### src/rtl/cp0_reg_pkg.sv
// Shared constants for the CP0 register file: register numbers, exception
// encodings and Status/Cause field positions.
package cp0_reg_pkg;

  localparam logic [4:0] CP0_COUNT   = 5'd9;
  localparam logic [4:0] CP0_COMPARE = 5'd11;
  localparam logic [4:0] CP0_STATUS  = 5'd12;
  localparam logic [4:0] CP0_CAUSE   = 5'd13;
  localparam logic [4:0] CP0_EPC     = 5'd14;
  localparam logic [4:0] CP0_PRID    = 5'd15;
  localparam logic [4:0] CP0_CONFIG  = 5'd16;

  localparam logic [4:0] EXC_INT  = 5'h00;
  localparam logic [4:0] EXC_SYS  = 5'h08;
  localparam logic [4:0] EXC_RI   = 5'h0a;
  localparam logic [4:0] EXC_OV   = 5'h0c;
  localparam logic [4:0] EXC_TR   = 5'h0d;

  localparam logic [31:0] EXCTYPE_INT  = 32'h0000_0001;
  localparam logic [31:0] EXCTYPE_SYS  = 32'h0000_0008;
  localparam logic [31:0] EXCTYPE_RI   = 32'h0000_000a;
  localparam logic [31:0] EXCTYPE_OV   = 32'h0000_000c;
  localparam logic [31:0] EXCTYPE_TR   = 32'h0000_000d;
  localparam logic [31:0] EXCTYPE_ERET = 32'h0000_000e;

  localparam int unsigned STATUS_EXL   = 1;
  localparam int unsigned CAUSE_BD     = 31;
  localparam int unsigned CAUSE_IV     = 23;
  localparam int unsigned CAUSE_WP     = 22;
  localparam int unsigned CAUSE_HWIP_HI = 15;
  localparam int unsigned CAUSE_HWIP_LO = 10;
  localparam int unsigned CAUSE_SWIP_HI = 9;
  localparam int unsigned CAUSE_SWIP_LO = 8;
  localparam int unsigned CAUSE_EXC_HI = 6;
  localparam int unsigned CAUSE_EXC_LO = 2;

  localparam logic [31:0] STATUS_RESET = 32'h1000_0000;

endpackage

### src/rtl/cp0_timer.sv
// Count/Compare timer: free-running counter with a sticky match interrupt
// that is cleared by any Compare write.
module cp0_timer (
  input  logic        clk_i,
  input  logic        rst_ni,
  input  logic        count_we_i,
  input  logic        compare_we_i,
  input  logic [31:0] wdata_i,
  output logic [31:0] count_o,
  output logic [31:0] compare_o,
  output logic        timer_int_o
);

  logic [31:0] count_q, count_d;
  logic [31:0] compare_q, compare_d;
  logic        timer_int_q, timer_int_d;

  always_comb begin
    count_d     = count_we_i ? wdata_i : count_q + 32'd1;
    compare_d   = compare_we_i ? wdata_i : compare_q;
    timer_int_d = timer_int_q;
    // Compare write wins over a same-cycle match so software can always ack.
    if (compare_we_i) begin
      timer_int_d = 1'b0;
    end else if ((compare_q != 32'd0) && (count_q == compare_q)) begin
      timer_int_d = 1'b1;
    end
  end

  always_ff @(posedge clk_i or negedge rst_ni) begin
    if (!rst_ni) begin
      count_q     <= '0;
      compare_q   <= '0;
      timer_int_q <= 1'b0;
    end else begin
      count_q     <= count_d;
      compare_q   <= compare_d;
      timer_int_q <= timer_int_d;
    end
  end

  assign count_o     = count_q;
  assign compare_o   = compare_q;
  assign timer_int_o = timer_int_q;

endmodule

### src/rtl/cp0_reg.sv
// CP0 register file: Status/Cause/EPC with exception entry/return, the
// Count/Compare timer, constant PRId/Config and a combinational MFC0 read port.
module cp0_reg
  import cp0_reg_pkg::*;
#(
  parameter logic [31:0] PRID_VALUE   = 32'h004C_0102,
  parameter logic [31:0] CONFIG_VALUE = 32'h0000_8000
) (
  input  logic        clk,
  input  logic        rst,
  input  logic        we_i,
  input  logic [4:0]  waddr_i,
  input  logic [31:0] data_i,
  input  logic [4:0]  raddr_i,
  input  logic [5:0]  int_i,
  input  logic [31:0] excepttype_i,
  input  logic [31:0] current_inst_addr_i,
  input  logic        is_in_delayslot_i,
  output logic [31:0] data_o,
  output logic [31:0] count_o,
  output logic [31:0] compare_o,
  output logic [31:0] status_o,
  output logic [31:0] cause_o,
  output logic [31:0] epc_o,
  output logic [31:0] config_o,
  output logic [31:0] prid_o,
  output logic        timer_int_o
);

  logic [31:0] status_q, status_d;
  logic [31:0] cause_q, cause_d;
  logic [31:0] epc_q, epc_d;
  logic        exc_valid;
  logic        exc_eret;
  logic [4:0]  exc_code;

  cp0_timer u_timer (
    .clk_i        (clk),
    .rst_ni       (rst),
    .count_we_i   (we_i && (waddr_i == CP0_COUNT)),
    .compare_we_i (we_i && (waddr_i == CP0_COMPARE)),
    .wdata_i      (data_i),
    .count_o      (count_o),
    .compare_o    (compare_o),
    .timer_int_o  (timer_int_o)
  );

  always_comb begin
    exc_valid = 1'b1;
    exc_eret  = 1'b0;
    exc_code  = EXC_INT;
    case (excepttype_i)
      EXCTYPE_INT:  exc_code = EXC_INT;
      EXCTYPE_SYS:  exc_code = EXC_SYS;
      EXCTYPE_RI:   exc_code = EXC_RI;
      EXCTYPE_TR:   exc_code = EXC_TR;
      EXCTYPE_OV:   exc_code = EXC_OV;
      EXCTYPE_ERET: begin
        exc_valid = 1'b0;
        exc_eret  = 1'b1;
      end
      default:      exc_valid = 1'b0;
    endcase
  end

  // Software write first, then exception fields override it.
  always_comb begin
    status_d = status_q;
    cause_d  = cause_q;
    epc_d    = epc_q;

    if (we_i) begin
      case (waddr_i)
        CP0_STATUS: status_d = data_i;
        CP0_CAUSE: begin
          cause_d[CAUSE_SWIP_HI:CAUSE_SWIP_LO] = data_i[CAUSE_SWIP_HI:CAUSE_SWIP_LO];
          cause_d[CAUSE_IV] = data_i[CAUSE_IV];
          cause_d[CAUSE_WP] = data_i[CAUSE_WP];
        end
        CP0_EPC:    epc_d = data_i;
        default:    ;
      endcase
    end

    cause_d[CAUSE_HWIP_HI:CAUSE_HWIP_LO] = int_i;

    if (exc_eret) begin
      status_d[STATUS_EXL] = 1'b0;
    end else if (exc_valid) begin
      // Nested exception keeps the original EPC/BD.
      if (!status_q[STATUS_EXL]) begin
        epc_d = is_in_delayslot_i ? current_inst_addr_i - 32'd4 : current_inst_addr_i;
        cause_d[CAUSE_BD] = is_in_delayslot_i;
      end
      status_d[STATUS_EXL] = 1'b1;
      cause_d[CAUSE_EXC_HI:CAUSE_EXC_LO] = exc_code;
    end
  end

  always_ff @(posedge clk or negedge rst) begin
    if (!rst) begin
      status_q <= STATUS_RESET;
      cause_q  <= '0;
      epc_q    <= '0;
    end else begin
      status_q <= status_d;
      cause_q  <= cause_d;
      epc_q    <= epc_d;
    end
  end

  always_comb begin
    data_o = '0;
    case (raddr_i)
      CP0_COUNT:   data_o = count_o;
      CP0_COMPARE: data_o = compare_o;
      CP0_STATUS:  data_o = status_q;
      CP0_CAUSE:   data_o = cause_q;
      CP0_EPC:     data_o = epc_q;
      CP0_PRID:    data_o = PRID_VALUE;
      CP0_CONFIG:  data_o = CONFIG_VALUE;
      default:     data_o = '0;
    endcase
  end

  assign status_o = status_q;
  assign cause_o  = cause_q;
  assign epc_o    = epc_q;
  assign prid_o   = PRID_VALUE;
  assign config_o = CONFIG_VALUE;

endmodule

### config.mk
export PLATFORM = sky130hd
export DESIGN_NAME = cp0_reg
export DESIGN_NICKNAME = d
export VERILOG_FILES = /design/src/rtl/cp0_reg_pkg.sv /design/src/rtl/cp0_timer.sv /design/src/rtl/cp0_reg.sv
export SDC_FILE = /design/constraint.sdc
export NUM_CORES = 1
export LEC_CHECK = 0
export CORE_MARGIN = 2
export CORE_UTILIZATION = 40
export CTS_CLUSTER_SIZE = 10
export DETAILED_ROUTE_END_ITERATION = 10
export PLACE_DENSITY = 0.71
export SLEW_MARGIN = 30
export SYNTH_ARGS = -nofsm -noshare
export SYNTH_HDL_FRONTEND = slang
export SYNTH_SLANG_ARGS = --single-unit
### constraint.sdc
create_clock -name clk -period 2.88 [get_ports clk]
set_input_delay 0.72 -clock clk [delete_from_list [all_inputs] [get_ports clk]]
set_output_delay 0.72 -clock clk [all_outputs]
set_load 0.005 [all_outputs]
# After elaboration in Yosys (flattened, before gate mapping)
# Index checks and enable logic that the tools add are counted.
op_classes:
  add_sub_neg: 2
  eq_ne: 19
  mux: 17
  bitwise: 2
  n_reduce_logical: 13
ops:
  columns: ["operator", "count"]
  rows:
  - ["$mux W32", 7]
  - ["$pmux W32 S7", 1]
  - ["$eq A32 B4 Y1 const B", 5]
  - ["$eq A5 B4 Y1 const B", 11]
  - ["$add A32 B1 Y32 const B", 1]
  - ["$eq A32 B1 Y1 const B", 1]
  - ["$eq A32 B32 Y1", 1]
  - ["$reduce_bool A32 Y1", 1]
  - ["$sub A32 B3 Y32 const B", 1]
  - ["$pmux W4 S4", 1]
  - ["$reduce_and A2 Y1", 4]
  - ["$mux W1", 6]
  - ["$reduce_bool A3 Y1", 2]
  - ["$eq A5 B5 Y1 const B", 1]
  - ["$reduce_or A5 Y1", 1]
  - ["$mux W2", 2]
  - ["$logic_and A1 B1 Y1", 3]
  - ["$reduce_and A3 Y1", 1]
  - ["$not A1 Y1", 2]
  - ["$reduce_bool A2 Y1", 1]
totals:
  ff_bits: 145
  wordCells: 63

# Longest topological paths before layout
logic_depth:
  ltp_word: 6
  mapped_depth: 7
  depth_no_buf: 7

# Hierarchy
# From an unflattened synthesis, not the netlist that was laid out.
hier_totals:
  hier_cells: 912
  area_unflattened_um2: 9095.0
modules_own_cells:
  columns: ["mod", "n_inst", "cells_per_inst", "area_each_um2", "seq_area_each_um2"]
  rows:
  - ["cp0_reg", 1, 572, 5569.1, 1978.1]
  - ["cp0_timer", 1, 340, 3525.9, 1626.6]

# Worst setup path before layout
# Ideal clock, no wire load.
synth_timing:
  path_type: "input port to output port"
  startpoint: "input raddr_i[2]"
  endpoint: "output data_o[18]"
  arrival_time_ns: 1.986
  path_slack_ns: 0.174
  stages: 6
  path_buffers: 2
  cell_sequence: "clkbuf_1 -> nand2_1 -> nor3b_1 -> clkbuf_1 -> a222oi_1 -> nand2_1"
synth_via:
  elab_chain_len: 2
synth_rtl:
  columns: ["item", "line", "rtl"]
  rows:
  - ["start, declared", "cp0_reg.sv:14", "input logic [4:0] raddr_i,"]
  - ["$eq A5 B5 Y1 / $eq A5 B4 Y1 (equally long branches)", "cp0_reg.sv:114", "case (raddr_i)"]
  - ["$pmux W32 S7 *", "cp0_reg.sv:114", null]
  - ["end, declared", "cp0_reg.sv:19", "output logic [31:0] data_o,"]
# Every way passes the cells marked *; elsewhere a longest branch is shown, timed or not.

# Final worst setup path
layout_timing:
  startpoint: "input raddr_i[3]"
  endpoint: "output data_o[23]"
# Same word-level chain as after synthesis.

==> impl_metrics.csv <==
group,metric,value,unit
synthesis,synth-edff-count,0,
power,cellInternalPower,0.00574,W
cells_and_area,finalInstanceArea,13200,um^2
worst_setup_path,cpMaxStageDelayCell,"a221o_1",
worst_setup_path,crit_path_start_kind,"input pin",
floorplan,dieArea,23900,um^2
timing,finalCritPeriodShare,0.987,
route,vias_per_cell,5.49,
synthesis,syn_inst,892,
floorplan,die_h,155,um
synthesis,ys_top_cells_by_area,"dfrtp_1 (39%), mux2_2 (13%), buf_4 (7.3%)",
route,ant_nets,0,
timing,report.final.slew_viol_count,0,
placement,placed_area,12500,um^2
cells_and_area,fill_cells,1962,
grt,grt_antenna_before_repair,0,
clocking,clock_path_buffers,2,
worst_setup_path,worstSetupPathType,"in2out",
worst_setup_path,worst-path-max-fanout,7,
clocking,clock_latency,0.42,ns
placement,dpl.cell_count,1489,
power,peakVddDrop,0.000280,V
synthesis,yosys.area.top_type,"dfrtp_1",
grt,grt.overflow.total,0,
grt,grt_pass1_wl,50500,um
timing,hold_viol,0,
cells_and_area,final_layout_size_suffix_gt1_frac,0.240,
placement,hpwl,26200,um
cells_and_area,fin_cells,1529,
worst_setup_path,crit_chain,"buf_2 -> nor2b_4 -> buf_6 -> nand2_4 -> nor3b_4 -> buf_6 -> buf_12 -> buf_6 -> a221o_1 -> buf_2",
clocking,clkTransAtPathRegs,0.06,ns
worst_setup_path,crit_arrival,2.12,ns
worst_setup_path,end_kind,"primary output",
timing,slew_headroom,0.503,
grt,grt_pass1_vias,8043,
power,clkPwrFrac,0.292,
floorplan,boundaryPins,373,
floorplan,start_util,0.405,
route,vias,8393,
timing,setup_violations,0,
route,initialDrtViolationCount,721,
placement,port_buffers,291,
cells_and_area,syn_to_final_growth,45.6,%
cells_and_area,nets,1349,
timing,fin_crit,2.84,ns
timing,finalClockSkew,0.00722,ns
grt,grt_max_degree,63,
placement,dp_slack,-0.694,ns
route,wire_per_inst,22.4,um
worst_setup_path,cp.required,2.16,ns
run_status,outcome,"finished, final reports clean",
floorplan,row_count,55,
floorplan,core-area,22400,um^2
synthesis,avgSynthCellArea,10.2,um^2
synthesis,synth_area,9080,um^2
synthesis,synthTopCellsByCount,"dfrtp_1 (143), mux2_2 (103), buf_4 (88)",
clocking,cts_tree,"yes",
power,seqPwrFrac,0.377,
placement,gp_congestion,0.960,
clocking,cts-root-buf,"clkbuf_16",
clocking,htree_levels,4,
synthesis,synthArstFlopShare,1.00,
route,drt-total-wl,34200,um
clocking,cts_buffers,17,
cells_and_area,num_antenna_cells,0,
worst_setup_path,cpMostUsedCell,"buf_6",
power,switching_share,0.324,
synthesis,synth_cell_types,61,
power,pwr_density_cell,642,nW/um^2
power,power_leakage,5.42,nW
synthesis,synth.most_common_cell,"dfrtp_1",
timing,fmax,352,MHz
timing,worst_pin_slew,0.740,ns
floorplan,die_x,155,um
timing,rsz0062_at_grt,"no",
grt,grt_usage,0.283,
synthesis,yosysTopAreaCellShare,0.394,
route,drc_errors,0,
synthesis,synthFlopType,"dfrtp_1",
route,firstDrtPassIters,5,
worst_setup_path,path_delay_family,"buffers and inverters",
clocking,cts_sinks,144,
synthesis,synth_seq_cells,144,
run,drv_cap,0,
synthesis,yosys_warnings,0,
power,power_frac_comb,0.332,
hold_path,worst_hold_path_type,"in2async",
worst_setup_path,cp_num_buf_inv,6,
power,power.switching,0.00275,W
worst_setup_path,critical-path-max-stage-delay,0.37,ns
synthesis,yosysSeqAreaShare,0.397,
timing,fin_ws,0.0376,ns
## placed cells by master (no fill, tap or decap), types with 10 or more instances in the layout
cell type        instances
mux2i_1                 28
buf_2                   34
nand3_1                 20
mux2_2                 103
a22oi_1                 16
xnor2_1                 67
nor2_1                  52
buf_12                  11
nor4_1                  24
buf_4                   58
nand4_1                 20
a221o_1                 12
clkdlybuf4s50_1        253
buf_6                   10
dfrtp_1                143
nand2_1                 51
xor2_1                  24
clkbuf_16               17
a21oi_1                 32
o21ai_0                 39
conb_1                  81
## area by class of cell
type,instances,area [um^2],area share
Multi-Input combinational cell,688,5010,0.379
Sequential cell,144,3600,0.273
Timing Repair Buffer,371,3550,0.269
Clock buffer,19,453,0.0343
Tap cell,285,357,0.0270
Clock inverter,13,209,0.0158
Inverter,9,33.8,0.00256
## power groups by stage
stage	Combinational, W	Clock (W)	Sequential [W]
2_1_floorplan	0.00121	0	0.00298
3_3_place_gp	0.00275	0	0.00320
3_5_place_dp	0.00279	0	0.00319
4_1_cts	0.00280	0.00250	0.00317
5_1_grt	0.00301	0.00258	0.00325
6_report	0.00282	0.00248	0.00320
## layer usage
| layer | vias up | wire length (um) | track usage |
|---|---|---|---|
| met4 | 0 | 987 | 0.102 |
| met2 | 445 | 16300 | 0.457 |
| met3 | 56 | 2710 | 0.0532 |
| met5 | - | 0 | 0 |
| met1 | 4134 | 14200 | 0.381 |
| li1 | 3758 | - | - |
## cell families after synthesis
family	after synthesis	share of synthesized area
buf+inv	139	0.0966
simple gates	237	0.149
other cells	2	0.000827
compound gates	146	0.108
fa+ha+maj	2	0.00276
mux	131	0.159
flops	144	0.397
xor+xnor	91	0.0878
## through the flow
step	total power [W]	setup TNS, ns	hold WS, ns	utilization
after floorplan	0.00420	0	0.424	-
after global placement	0.00596	-20.44	0.510	0.558
after detailed placement	0.00598	-21.14	0.520	0.558
after CTS	0.00847	-0.0241	0.210	0.589
after global routing	0.00884	0	0.226	0.589
final	0.00849	0	0.200	0.589
## worst reg2reg max path, cell delays in order, from the launching register on
cell	delay, ns
dfrtp_1	0.53
ha_1	0.21
buf_4	0.16
inv_1	0.06
nor3_1	0.62
nand3_1	0.18
xor2_1	0.17
o21ai_0	0.16
## state kept, by name, summed over array words and instances, names as in the netlist
| register | cells |
|---|---|
| u_timer.timer_int_o | 1 |
| status_o | 32 |
| u_timer.compare_o | 32 |
| cause_o | 15 |
| epc_o | 32 |
| u_timer.count_o | 32 |
## path summary, 6_finish.rpt
path	startpoint	endpoint	slack (ns)	cells after the start
min in group clk	u_timer.timer_int_o	u_timer.timer_int_o	0.52	2
min	rst	cause_o[11]	0.20	1
max in group asynchronous	rst	status_o[28]	1.93	2
min reg2reg	u_timer.timer_int_o	u_timer.timer_int_o	0.52	2
max	raddr_i[3]	data_o[23]	0.04	10
max reg2reg	u_timer.count_o[0]	u_timer.count_o[16]	0.71	7
## repair_timing
| item | in CTS | in global routing |
|---|---|---|
| cloned | 2 | 0 |
| hold buffers | 0 | 0 |
| buffers inserted | 7 | 0 |
| pin swaps | 12 | 3 |
| setup endpoints to repair | 32 | 17 |
| endpoints found under the hold margin | 0 | 0 |
| gates resized for setup | 152 | 15 |
Power figures use the tool's default switching activity.
